`src/rtl/scan_sel_gen_pkg.sv`:
```
// Shared types and constants for the scan select generator: FSM state type,
// address width, position count and the address step helpers.
package scan_sel_gen_pkg;

    localparam int AddrW  = 3;
    localparam int NumPos = 8;
    localparam int CntW   = 8;

    typedef enum logic [1:0] {
        IDLE   = 2'd0,
        ACTIVE = 2'd1,
        GAP    = 2'd2
    } scanState_e;

    function automatic logic [AddrW-1:0] stepAddr(input logic [AddrW-1:0] addr,
                                                  input logic             down);
        return down ? (addr - AddrW'(1)) : (addr + AddrW'(1));
    endfunction

    // True when the step from addr in the given direction crosses the sweep boundary.
    function automatic logic isWrapStep(input logic [AddrW-1:0] addr,
                                        input logic             down);
        return down ? (addr == '0) : (addr == AddrW'(NumPos - 1));
    endfunction

endpackage

```
`src/rtl/scan_tick_cnt.sv`:
```
// Loadable down-counter that stops at zero; done is high while the count is zero.
// Used for both the dwell and the gap timing of the scan generator.
module scan_tick_cnt #(
    parameter int W = 8
) (
    input  logic         clk,
    input  logic         rst_n,
    input  logic         clear_i,
    input  logic         load_i,
    input  logic [W-1:0] loadVal_i,
    output logic         done_o
);

    logic [W-1:0] count_q;
    logic [W-1:0] count_d;

    // Clear wins over load so an abort never leaves a stale count behind.
    always_comb begin
        count_d = count_q;
        if (clear_i) begin
            count_d = '0;
        end else if (load_i) begin
            count_d = loadVal_i;
        end else if (count_q != '0) begin
            count_d = count_q - W'(1);
        end
    end

    always_ff @(posedge clk or negedge rst_n) begin
        if (!rst_n) begin
            count_q <= '0;
        end else begin
            count_q <= count_d;
        end
    end

    assign done_o = (count_q == '0);

endmodule

```
`src/rtl/scan_sel_gen.sv`:
```
// Scan select generator: steps a 3-bit decoder address through 8 positions,
// holding the enable high for DWELL cycles and low for BLANK cycles per position.
module scan_sel_gen
    import scan_sel_gen_pkg::*;
#(
    parameter int DWELL = 4,
    parameter int BLANK = 1
) (
    input  logic             clk,
    input  logic             rst_n,
    input  logic             run,
    input  logic             dir,
    input  logic             single,
    output logic [AddrW-1:0] a,
    output logic             e,
    output logic             wrap,
    output logic             busy
);

    localparam logic [CntW-1:0]  DwellLoad = CntW'(DWELL - 1);
    localparam logic [CntW-1:0]  GapLoad   = (BLANK > 0) ? CntW'(BLANK - 1) : '0;
    localparam bit               HasGap    = (BLANK > 0);
    localparam logic [AddrW-1:0] LastPos   = AddrW'(NumPos - 1);

    scanState_e       state_q;
    scanState_e       state_d;
    logic [AddrW-1:0] a_q;
    logic [AddrW-1:0] a_d;
    logic [AddrW-1:0] pos_q;
    logic [AddrW-1:0] pos_d;
    logic             wrap_q;
    logic             wrap_d;
    logic             e_q;
    logic             e_d;
    logic             busy_q;
    logic             busy_d;
    logic             runArm_q;
    logic             runArm_d;
    logic             dwellLoad;
    logic             gapLoad;
    logic             cntClear;
    logic             dwellDone;
    logic             gapDone;
    logic             advance;

    scan_tick_cnt #(.W(CntW)) u_dwell_cnt (
        .clk       (clk),
        .rst_n     (rst_n),
        .clear_i   (cntClear),
        .load_i    (dwellLoad),
        .loadVal_i (DwellLoad),
        .done_o    (dwellDone)
    );

    scan_tick_cnt #(.W(CntW)) u_gap_cnt (
        .clk       (clk),
        .rst_n     (rst_n),
        .clear_i   (cntClear),
        .load_i    (gapLoad),
        .loadVal_i (GapLoad),
        .done_o    (gapDone)
    );

    always_ff @(posedge clk or negedge rst_n) begin
        if (!rst_n) begin
            state_q <= IDLE;
            e_q     <= 1'b0;
            busy_q  <= 1'b0;
        end else begin
            state_q <= state_d;
            e_q     <= e_d;
            busy_q  <= busy_d;
        end
    end

    // runArm only becomes set after run is seen low, so a run already high
    // at reset release or after a single sweep never starts a new sweep.
    always_comb begin
        state_d   = state_q;
        a_d       = a_q;
        pos_d     = pos_q;
        wrap_d    = 1'b0;
        runArm_d  = ~run;
        dwellLoad = 1'b0;
        gapLoad   = 1'b0;
        cntClear  = 1'b0;
        advance   = 1'b0;

        case (state_q)
            IDLE: begin
                if (run && runArm_q) begin
                    state_d   = ACTIVE;
                    a_d       = dir ? LastPos : '0;
                    pos_d     = '0;
                    dwellLoad = 1'b1;
                end
            end
            ACTIVE: begin
                if (!run) begin
                    state_d  = IDLE;
                    cntClear = 1'b1;
                end else if (dwellDone) begin
                    if (HasGap) begin
                        state_d = GAP;
                        gapLoad = 1'b1;
                    end else begin
                        advance = 1'b1;
                    end
                end
            end
            GAP: begin
                if (!run) begin
                    state_d  = IDLE;
                    cntClear = 1'b1;
                end else if (gapDone) begin
                    advance = 1'b1;
                end
            end
            default: begin
                state_d  = IDLE;
                cntClear = 1'b1;
            end
        endcase

        if (advance) begin
            if (single && (pos_q == LastPos)) begin
                state_d  = IDLE;
                wrap_d   = 1'b1;
                cntClear = 1'b1;
            end else begin
                state_d   = ACTIVE;
                a_d       = stepAddr(a_q, dir);
                wrap_d    = isWrapStep(a_q, dir);
                pos_d     = pos_q + AddrW'(1);
                dwellLoad = 1'b1;
            end
        end
    end

    always_comb begin
        e_d    = (state_d == ACTIVE);
        busy_d = (state_d != IDLE);
    end

    always_ff @(posedge clk or negedge rst_n) begin
        if (!rst_n) begin
            a_q      <= '0;
            pos_q    <= '0;
            wrap_q   <= 1'b0;
            runArm_q <= 1'b0;
        end else begin
            a_q      <= a_d;
            pos_q    <= pos_d;
            wrap_q   <= wrap_d;
            runArm_q <= runArm_d;
        end
    end

    assign a    = a_q;
    assign e    = e_q;
    assign wrap = wrap_q;
    assign busy = busy_q;

endmodule

```
`config.mk`:
```
export PLATFORM = sky130hd
export DESIGN_NAME = scan_sel_gen
export DESIGN_NICKNAME = d
export VERILOG_FILES = /design/src/rtl/scan_sel_gen_pkg.sv /design/src/rtl/scan_tick_cnt.sv /design/src/rtl/scan_sel_gen.sv
export SDC_FILE = /design/constraint.sdc
export NUM_CORES = 1
export LEC_CHECK = 0
export BUFFER_PORTS_ARGS = -buffer_cell sky130_fd_sc_hd__buf_4
export CAP_MARGIN = 20
export CORE_ASPECT_RATIO = 0.75
export CORE_MARGIN = 2
export CORE_UTILIZATION = 55
export CTS_BUF_LIST = sky130_fd_sc_hd__clkbuf_4 sky130_fd_sc_hd__clkbuf_8
export DETAILED_ROUTE_END_ITERATION = 6
export GPL_TIMING_DRIVEN = 0
export PLACE_DENSITY = 0.74
export SLEW_MARGIN = 25
export SYNTH_ARGS = -nofsm -noshare
export SYNTH_HDL_FRONTEND = slang
export SYNTH_SLANG_ARGS = --single-unit
```
`constraint.sdc`:
```
create_clock -name clk -period 2.6 [get_ports clk]
set_clock_uncertainty 0.2 [all_clocks]
set_input_delay 0.26 -clock clk [delete_from_list [all_inputs] [get_ports clk]]
set_output_delay 0.26 -clock clk [all_outputs]
set_load 0.005 [all_outputs]
```
==> results of run 1 <==
==> cell type report <==
class / count / area [um^2]
Inverter: 12 / 45.04
Sequential cell: 28 / 700.7
Tap cell: 38 / 47.55
Fill cell: 231 / 1067
Clock buffer: 3 / 41.29
Timing Repair Buffer: 12 / 95.09
Buffer: 3 / 17.52
Multi-Input combinational cell: 123 / 857.1
==> how the worst max path moves through the flow <==
| stage | startpoint | to | slack, ps |
|---|---|---|---|
| global placement | u_dwell_cnt.count_q[0]$_DFFE_PN0P_ | busy$_DFF_PN0_ | 590 |
| global route | u_dwell_cnt.count_q[0]$_DFFE_PN0P_ | busy$_DFF_PN0_ | 370 |
| CTS | u_dwell_cnt.count_q[0]$_DFFE_PN0P_ | busy$_DFF_PN0_ | 500 |
| detailed placement | u_dwell_cnt.count_q[0]$_DFFE_PN0P_ | busy$_DFF_PN0_ | 520 |
| finish | u_dwell_cnt.count_q[0]$_DFFE_PN0P_ | busy$_DFF_PN0_ | 510 |
| floorplan | u_gap_cnt.count_q[0]$_DFFE_PN0P_ | u_gap_cnt.count_q[7]$_DFFE_PN0P_ | 720 |
==> cells by family (layout without fill, tap and decap cells) <==
kind of cell	after synthesis	after routing
AOI/OAI and AO/OA	27	27
xor gates and xnor gates	10	10
adders and majority gates	10	10
buffers and inverters	15	30
DFF	28	28
muxes	3	3
and+or+nand+nor	73	73
==> state kept, by name, summed over array words and instances (netlist names) <==
signal / flops
u_dwell_cnt.count_q: 8
a: 3
u_gap_cnt.count_q: 8
wrap: 1
runArm_q: 1
busy: 1
state_q: 2
pos_q: 3
e: 1
==> placed cells by master (no fill, tap or decap), types with 4 or more instances in the layout <==
master	instances
nand3_1	6
o21ai_0	4
dfrtp_1	28
xnor2_1	8
ha_1	9
inv_1	12
buf_4	11
a21oi_1	7
nand2_1	14
nor2_1	26
==> report_power, final <==
part           switching (W)  internal (W)
sequential          0.000111      0.000546
clock               0.000127      0.000104
combinational       0.000484      0.000406
total               0.000722       0.00106
==> critical path: stages (launching register included) <==
cell,delay (ps)
dfrtp_1,410
inv_1,70
ha_1,170
nor2b_2,250
nand2_1,140
nor4_1,340
and3b_1,230
o31ai_2,180
==> metrics by stage <==
stage	total power (W)	instances	hold slack, ps
after global routing	0.001929	219	98.16
after detailed placement	0.001548	214	-0.6304
after floorplan	0.001303	166	-235.6
after global placement	0.001490	214	-7.299
after CTS	0.001788	219	78.92
final	0.001778	219	84.98
==> routing by layer <==
layer,global-route usage (%),share of wire [%]
met1,24.18,46
met2,36.33,48
met3,5.947,4.5
met4,4.762,1.1
met5,0,0
==> metrics.cfg, run 1 <==
[outcome]
status=finished, final reports clean

[synthesis]
ys_ff_latch=28
yosysSeqAreaShare_pct=43.24
synth_edf_count=0
yosys.area.top_type_share_pct=43.24
synth_area_per_cell_um2=9.761
yosys.area_share.simple_pct=25.56
synth.area.top_cells=dfrtp_1, ha_1, nor2_1
synth_xor_xnor_area_share_pct=5.405
synthTopCellsByCount=dfrtp_1, nor2_1, nand2_1, inv_1, ha_1
synthArstFlopShare_pct=100.0
synth.most_common_cell=dfrtp_1
synth_cell_types=48
synth_adder_area_share_pct=8.185
synth_compound_area_share_pct=11.81
syn_nets=181
yosys_warnings=0
synth.mux.area_fraction_pct=1.931
syn_area_um2=1620
netlist_instances=166
synth_top_family_by_area=simple AND/OR/NAND/NOR gates
synthFlopType=dfrtp_1
synth_top_area_cell=dfrtp_1

[placement]
hpwl_mm=2.272
dpl_cell_area_um2=1743
io_buffers=10
finalWeightedCongestion=0.8817
place_ws_ps=518.6

[cells_and_area]
diodes=0
final_nets=198
drive_above_1_share_pct=15.47
area_delta_synth_final_pct=11.35
design_area_um2=1804
final_core_util_pct=62.83

[clock_tree]
cts_resized=0
numCtsBuffers=3
cts_tree=done
cts_buffer_depth=2
htree_levels=1
cts-root-buf=clkbuf_8
cts_sinks=28
clkLatencyLatePin_ps=270
postCtsHoldBufs=2
path_clk_slew_ps=90
post_cts_buffers=0

[die]
start_util_pct=56.43
rows=17
die_area_um2=3401
fp.dieH_um=51.01
ios=11
fp.dieW_um=66.68
coreArea_um2=2872

[timing]
fmax_ghz=0.4791
hold_viol_final=0
worstMarginPinSlew_ps=464.0
drv_slew=0
layout_min_cycle_time_ps=2087
slew_headroom_pct=68.83
setup_ws_ps=512.6
setup_violations=0
rsz0062_at_grt=no
min_period_over_period_pct=80.28
tns_ps=0

[flow_run]
cap_violations=0

[detailed_routing]
wirelength_mm=3.030
routedWlPerCell_um=13.84
drc=0
vias=1229
via_per_inst=5.612
drt-initial-drc-count=151
ant_nets=0
firstDrtPassIters=4

[setup_path]
crit_type=register to register
reg2reg_from=u_dwell_cnt.count_q[0]$_DFFE_PN0P_
rr_endpoint=busy$_DFF_PN0_
crit_fanout=5
reg2reg_setup_slack_ps=510
reg2reg_depth=7
worst_ep_required_time_ps=2590
cp-start-kind=register
worstPathArrival_ps=2080
cp-end-kind=register

[global_routing]
grt_use_total_pct=20.35
grt_max_degree=29
grt_overflow=0
antenna_found_initial=0
grt_pass1_vias=1193
grt_pass1_wl_mm=5.209

[min_path]
hp-class=input pin to register
hold_start=single
hold_end=pos_q[2]$_DFF_PN0_
worst_hold_path.num_cells=4

[power]
p_leak_nw=0.8836
power_density_nw_per_um2=985.2
ir_drop_mv=0.4422

(Power assumes the default switching activity.)
==> run 2: changes to the inputs <==
- clock period: 2.6 -> 2.2 ns (I/O delays scaled with it)
==> metrics.cfg, run 2 (synthesis results as in run 1) <==
[outcome]
status=finished, final reports clean

[detailed_routing]
via_per_inst=5.616  ; about the same
vias=1230  ; +0.081%
drt-initial-drc-count=142  ; -6.0%
routedWlPerCell_um=14.00  ; +1.2%
ant_nets=0  ; unchanged
firstDrtPassIters=4  ; unchanged
wirelength_mm=3.065  ; +1.2%
drc=0  ; unchanged

[clock_tree]
path_clk_slew_ps=90  ; about the same
cts_tree=done
post_cts_buffers=0  ; unchanged
htree_levels=1  ; unchanged
cts_sinks=28  ; unchanged
numCtsBuffers=3  ; unchanged
cts-root-buf=clkbuf_8
cts_buffer_depth=2  ; unchanged
clkLatencyLatePin_ps=280  ; about the same

[setup_path]
crit_path_start=u_dwell_cnt.count_q[0]$_DFFE_PN0P_
reg2reg_from=u_dwell_cnt.count_q[0]$_DFFE_PN0P_
worst_ep_required_time_ps=2160  ; -430 ps
crit_end=busy$_DFF_PN0_
cp-start-kind=register
reg2reg_depth=7  ; unchanged
cp.depth=7  ; unchanged
cp-end-kind=register
cp_slowest_stage_delay_ps=410  ; about the same
rr_endpoint=busy$_DFF_PN0_
crit_fanout=8  ; +3
worstPathArrival_ps=2030  ; -50 ps
crit_type=register to register
crit_slowest_cell=dfrtp_1
cp_cell_sequence=inv_1, ha_1, nor2b_2, nand3_2, a222oi_1, and3b_1, o31ai_2
cpLargestDelayFamily=simple AND/OR/NAND/NOR gates
reg2reg_setup_slack_ps=130  ; -390 ps
cp_num_buf_inv=1  ; unchanged

[timing]
worstMarginPinSlew_ps=463.9  ; -0.1049 ps
min_period_over_period_pct=94.24  ; +14 points
fmax_ghz=0.4823  ; +0.68%
rsz0062_at_grt=yes
hold_viol_final=0  ; unchanged
slew_headroom_pct=68.84  ; about the same
whs_ps=45.34  ; -39.64 ps
tns_ps=0  ; unchanged
drv_slew=0  ; unchanged
layout_min_cycle_time_ps=2073  ; -14.11 ps
setup_violations=0  ; unchanged

[cells_and_area]
design_area_um2=1818  ; +0.76%
final_common_cell=dfrtp_1
final_nets=198  ; unchanged
layout_common_cells=dfrtp_1, nor2_1, nand2_1
drive_above_1_share_pct=16.57  ; +1.1 points
area_delta_synth_final_pct=12.20
reg_top3=u_dwell_cnt.count_q (8), u_gap_cnt.count_q (8)
diodes=0  ; unchanged

[global_routing]
grt_max_degree=29  ; unchanged
grt_pass1_wl_mm=5.209  ; unchanged
grt_use_total_pct=20.35  ; unchanged
grt_pass1_vias=1193  ; unchanged
grt_overflow=0  ; unchanged
antenna_found_initial=0  ; unchanged

[placement]
dpl_cell_area_um2=1743  ; unchanged
hpwl_mm=2.272  ; unchanged
finalWeightedCongestion=0.8817  ; unchanged
io_buffers=10  ; unchanged

[flow_run]
cap_violations=0  ; unchanged

[die]
coreArea_um2=2872  ; unchanged
die_area_um2=3401  ; unchanged
fp.dieW_um=66.68  ; unchanged
start_util_pct=56.43  ; unchanged
rows=17  ; unchanged
ios=11  ; unchanged
fp.dieH_um=51.01  ; unchanged

[power]
combPwrFrac_pct=50.2  ; +0.2 points
swShare_pct=40.86  ; +0.27 points
p_leak_nw=0.8902  ; +0.75%
power_frac_seq_pct=36.8  ; -0.2 points
power_density_nw_per_um2=1165  ; +18%
ir_drop_mv=0.5242  ; +19%
power_w=0.002118  ; +19%
p_clk_share_pct=12.9  ; about the same
intPower_w=0.001252  ; +19%
switchingPower_w=0.0008653  ; +20%

[min_path]
hp-class=input pin to register

run 2: worst register-to-register path, stage by stage, from the launching register on:
cell and delay, ps:
dfrtp_1 410, inv_1 70, ha_1 170, nor2b_2 250
nand3_2 200, a222oi_1 370, and3b_1 230, o31ai_2 60
run 2: area by class of cell:
class	instances	area (um^2)
sequential	28	700.7
multi-input combinational	123	870.8
inverter	12	45.04
timing repair buffer	12	95.09
buffer	3	17.52
tap	38	47.55
clock buffer	3	41.29
fill	230	1054
run 2: routing by layer:
metal | track usage [%] | part of all wire (%) | up-vias
met4 | 4.762 | 1.1 | 0
met3 | 5.947 | 4.1 | 7
met5 | 0 | 0 | -
met1 | 24.18 | 46 | 591
li1 | - | - | 609
met2 | 36.33 | 48 | 23
run 2: power by group through the flow:
stage	Clock, W	Sequential [W]	Combinational, W
global route	0.000304	0.000799	0.00120
CTS	0.000283	0.000775	0.00106
detailed placement	0	0.000781	0.00105
finish	0.000274	0.000780	0.00106
floorplan	0	0.000760	0.000780
global placement	0	0.000772	0.000989
run 2: worst min-delay path by stage:
stage               startpoint  slack [ps]  cells past startpoint            endpoint
global placement         rst_n         -50                      1      wrap$_DFF_PN0_
CTS                     single          40                      4  pos_q[2]$_DFF_PN0_
detailed placement       rst_n         -40                      1      wrap$_DFF_PN0_
finish                  single          50                      4  pos_q[1]$_DFF_PN0_
global route            single          60                      4  pos_q[2]$_DFF_PN0_
floorplan                rst_n        -280                      0      a[0]$_DFF_PN0_
run 2: through the flow:
step	setup slack [ps]	util, %	cells
4_1_cts	102.5	62.83	219
3_3_place_gp	191.8	60.70	214
3_5_place_dp	118.6	60.70	214
5_1_grt	-8.388	63.31	219
2_1_floorplan	315.7	-	166
6_report	126.7	63.31	219
run 2: what timing repair did:
item | CTS | global route
endpoints found under the hold margin | 29 | 0
setup endpoints to repair | 0 | 10
resized for setup | 0 | 2
hold buffers | 2 | 0
==> run 3: changes to the inputs <==
- CORE_ASPECT_RATIO: 0.75 -> 0.8
- MAX_ROUTING_LAYER: unset -> met4
==> metrics.cfg, run 3 (synthesis results as in run 1) <==
[outcome]
status=finished, final reports clean

[min_path]
hold_start=single
hold_end=pos_q[1]$_DFF_PN0_
worst_hold_path.num_cells=4  ; unchanged
hp-class=input pin to register

[global_routing]
grt_overflow=0  ; unchanged
grt_pass1_wl_mm=5.333  ; +2.4%
grt_pass1_vias=1233  ; +3.4%
grt_use_total_pct=21.26  ; +0.91 points
antenna_found_initial=0  ; unchanged
grt_max_degree=29  ; unchanged

[die]
die_area_um2=3399  ; about the same
fp.dieH_um=52.55  ; +3.0%
coreArea_um2=2786  ; -3.0%
rows=17  ; unchanged
start_util_pct=58.15  ; +1.7 points
ios=11  ; unchanged
fp.dieW_um=64.69  ; -3.0%

[setup_path]
crit_path_start=state_q[0]$_DFF_PN0_
reg2reg_depth=8  ; +1
reg2reg_setup_slack_ps=130  ; about the same
crit_fanout=8  ; unchanged
cp_slowest_stage_delay_ps=450  ; +40 ps
crit_slowest_cell=dfrtp_1
worst_ep_required_time_ps=2190  ; +30 ps
rr_endpoint=u_gap_cnt.count_q[1]$_DFFE_PN0P_
worstPathArrival_ps=2060  ; +30 ps
cp_cell_sequence=inv_1, ha_1, and3b_1, nand3_4, o21ai_2, or2_1, buf_4, a211oi_2
crit_type=register to register
reg2reg_from=state_q[0]$_DFF_PN0_
cp-start-kind=register
cp-end-kind=register

[placement]
dpl_cell_area_um2=1743  ; unchanged
place_inst=214  ; unchanged
hpwl_mm=2.174  ; -4.3%
finalWeightedCongestion=0.8654  ; -1.8%
io_buffers=10  ; unchanged
place_ws_ps=154.7  ; +36.09 ps

[timing]
setup_violations=0  ; unchanged
fmax_ghz=0.4830  ; +0.15%
setup_ws_ps=129.8  ; +3.042 ps
slew_headroom_pct=68.19  ; -0.65 points
drv_slew=0  ; unchanged
tns_ps=0  ; unchanged
layout_min_cycle_time_ps=2070  ; -3.042 ps
rsz0062_at_grt=no
whs_ps=45.83  ; +0.4868 ps
min_period_over_period_pct=94.10  ; -0.14 points
hold_viol_final=0  ; unchanged
worstMarginPinSlew_ps=473.6  ; +9.655 ps

[clock_tree]
clkLatencyLatePin_ps=270  ; about the same
cts_buffer_depth=2  ; unchanged
cts_sinks=28  ; unchanged
cts-root-buf=clkbuf_8
htree_levels=1  ; unchanged
post_cts_buffers=0  ; unchanged
path_clk_slew_ps=90  ; about the same
numCtsBuffers=3  ; unchanged
cts_tree=done

[detailed_routing]
wirelength_mm=2.970  ; -3.1%
via_per_inst=5.518  ; -1.7%
routedWlPerCell_um=13.50  ; -3.5%
vias=1214  ; -1.3%
ant_nets=0  ; unchanged
drc=0  ; unchanged
firstDrtPassIters=4  ; unchanged
drt-initial-drc-count=85  ; -40%

[cells_and_area]
seqCellArea_um2=701.9  ; +0.18%
reg_top3=u_dwell_cnt.count_q (8), u_gap_cnt.count_q (8)
multi_input_area_um2=863.3  ; -0.86%
drive_above_1_share_pct=17.03  ; +0.46 points
design_area_um2=1826  ; +0.41%
area_delta_synth_final_pct=12.66
diodes=0  ; unchanged
nFillCells=233  ; +1.3%
final_nets=198  ; unchanged
layout_common_cells=dfrtp_1, nor2_1, nand2_1
final_common_cell=dfrtp_1
stdcell_count=220  ; +0.46%

[power]
ir_drop_mv=0.6434  ; +23%
power_density_nw_per_um2=1168  ; +0.24%
p_leak_nw=0.8897  ; about the same

[flow_run]
cap_violations=0  ; unchanged

run 3: cell types whose count changed in the layout (fill, tap and decap cells not counted), sizes merged:
cell,previous run,this run
clkbuf,3,4
run 3: final cells by class:
| type | instances | area share, % |
|---|---|---|
| repair buffers | 12 | 5.209 |
| multi-input cells | 123 | 47.29 |
| flip-flops and latches | 28 | 38.45 |
| well taps | 38 | 2.605 |
| plain buffers | 3 | 0.9596 |
| clock buffers | 4 | 3.016 |
| inverters | 12 | 2.467 |
run 3: critical path: cells and delay by family (launching register included):
family,cells,cell delay (ps)
AOI/OAI and AO/OA,2,260
DFF,1,450
and+or+nand+nor,3,570
adders and majority gates,1,240
buffers and inverters,2,280
run 3: repair_timing:
item	CTS	global route
setup endpoints to repair	0	1
hold buffers	2	0
hold endpoints to repair	29	0
gates resized for setup	0	2
run 3: worst max path at each step:
stage / end / slack (ps) / depth (start not counted)
2_1_floorplan: u_gap_cnt.count_q[7]$_DFFE_PN0P_ / 320 / 7
3_3_place_gp: u_gap_cnt.count_q[7]$_DFFE_PN0P_ / 190 / 7
3_5_place_dp: busy$_DFF_PN0_ / 150 / 7
4_1_cts: u_gap_cnt.count_q[1]$_DFFE_PN0P_ / 130 / 8
5_1_grt: busy$_DFF_PN0_ / 10 / 7
6_report: u_gap_cnt.count_q[1]$_DFFE_PN0P_ / 130 / 8
run 3: metal layers:
layer / wire, um / GRT usage (%)
met1: 1446 / 26.56
met2: 1381 / 35.07
met3: 106 / 4.731
met4: 36 / 6.738
met5: 0 / -
run 3: power breakdown:
group / switching (W) / total (W) / internal (W) / leakage [nW]
clock: 0.000153 / 0.000313 / 0.000160 / 0.0288
sequential: 0.000136 / 0.000782 / 0.000646 / 0.369
combinational: 0.000559 / 0.00104 / 0.000477 / 0.491
run 3: per-stage QoR:
step	util [%]	total power (W)
finish	65.51	0.002131
global route	65.51	0.002317
CTS	65.24	0.002132
detailed placement	62.55	0.001805
global placement	62.55	0.001757
floorplan	-	0.001540
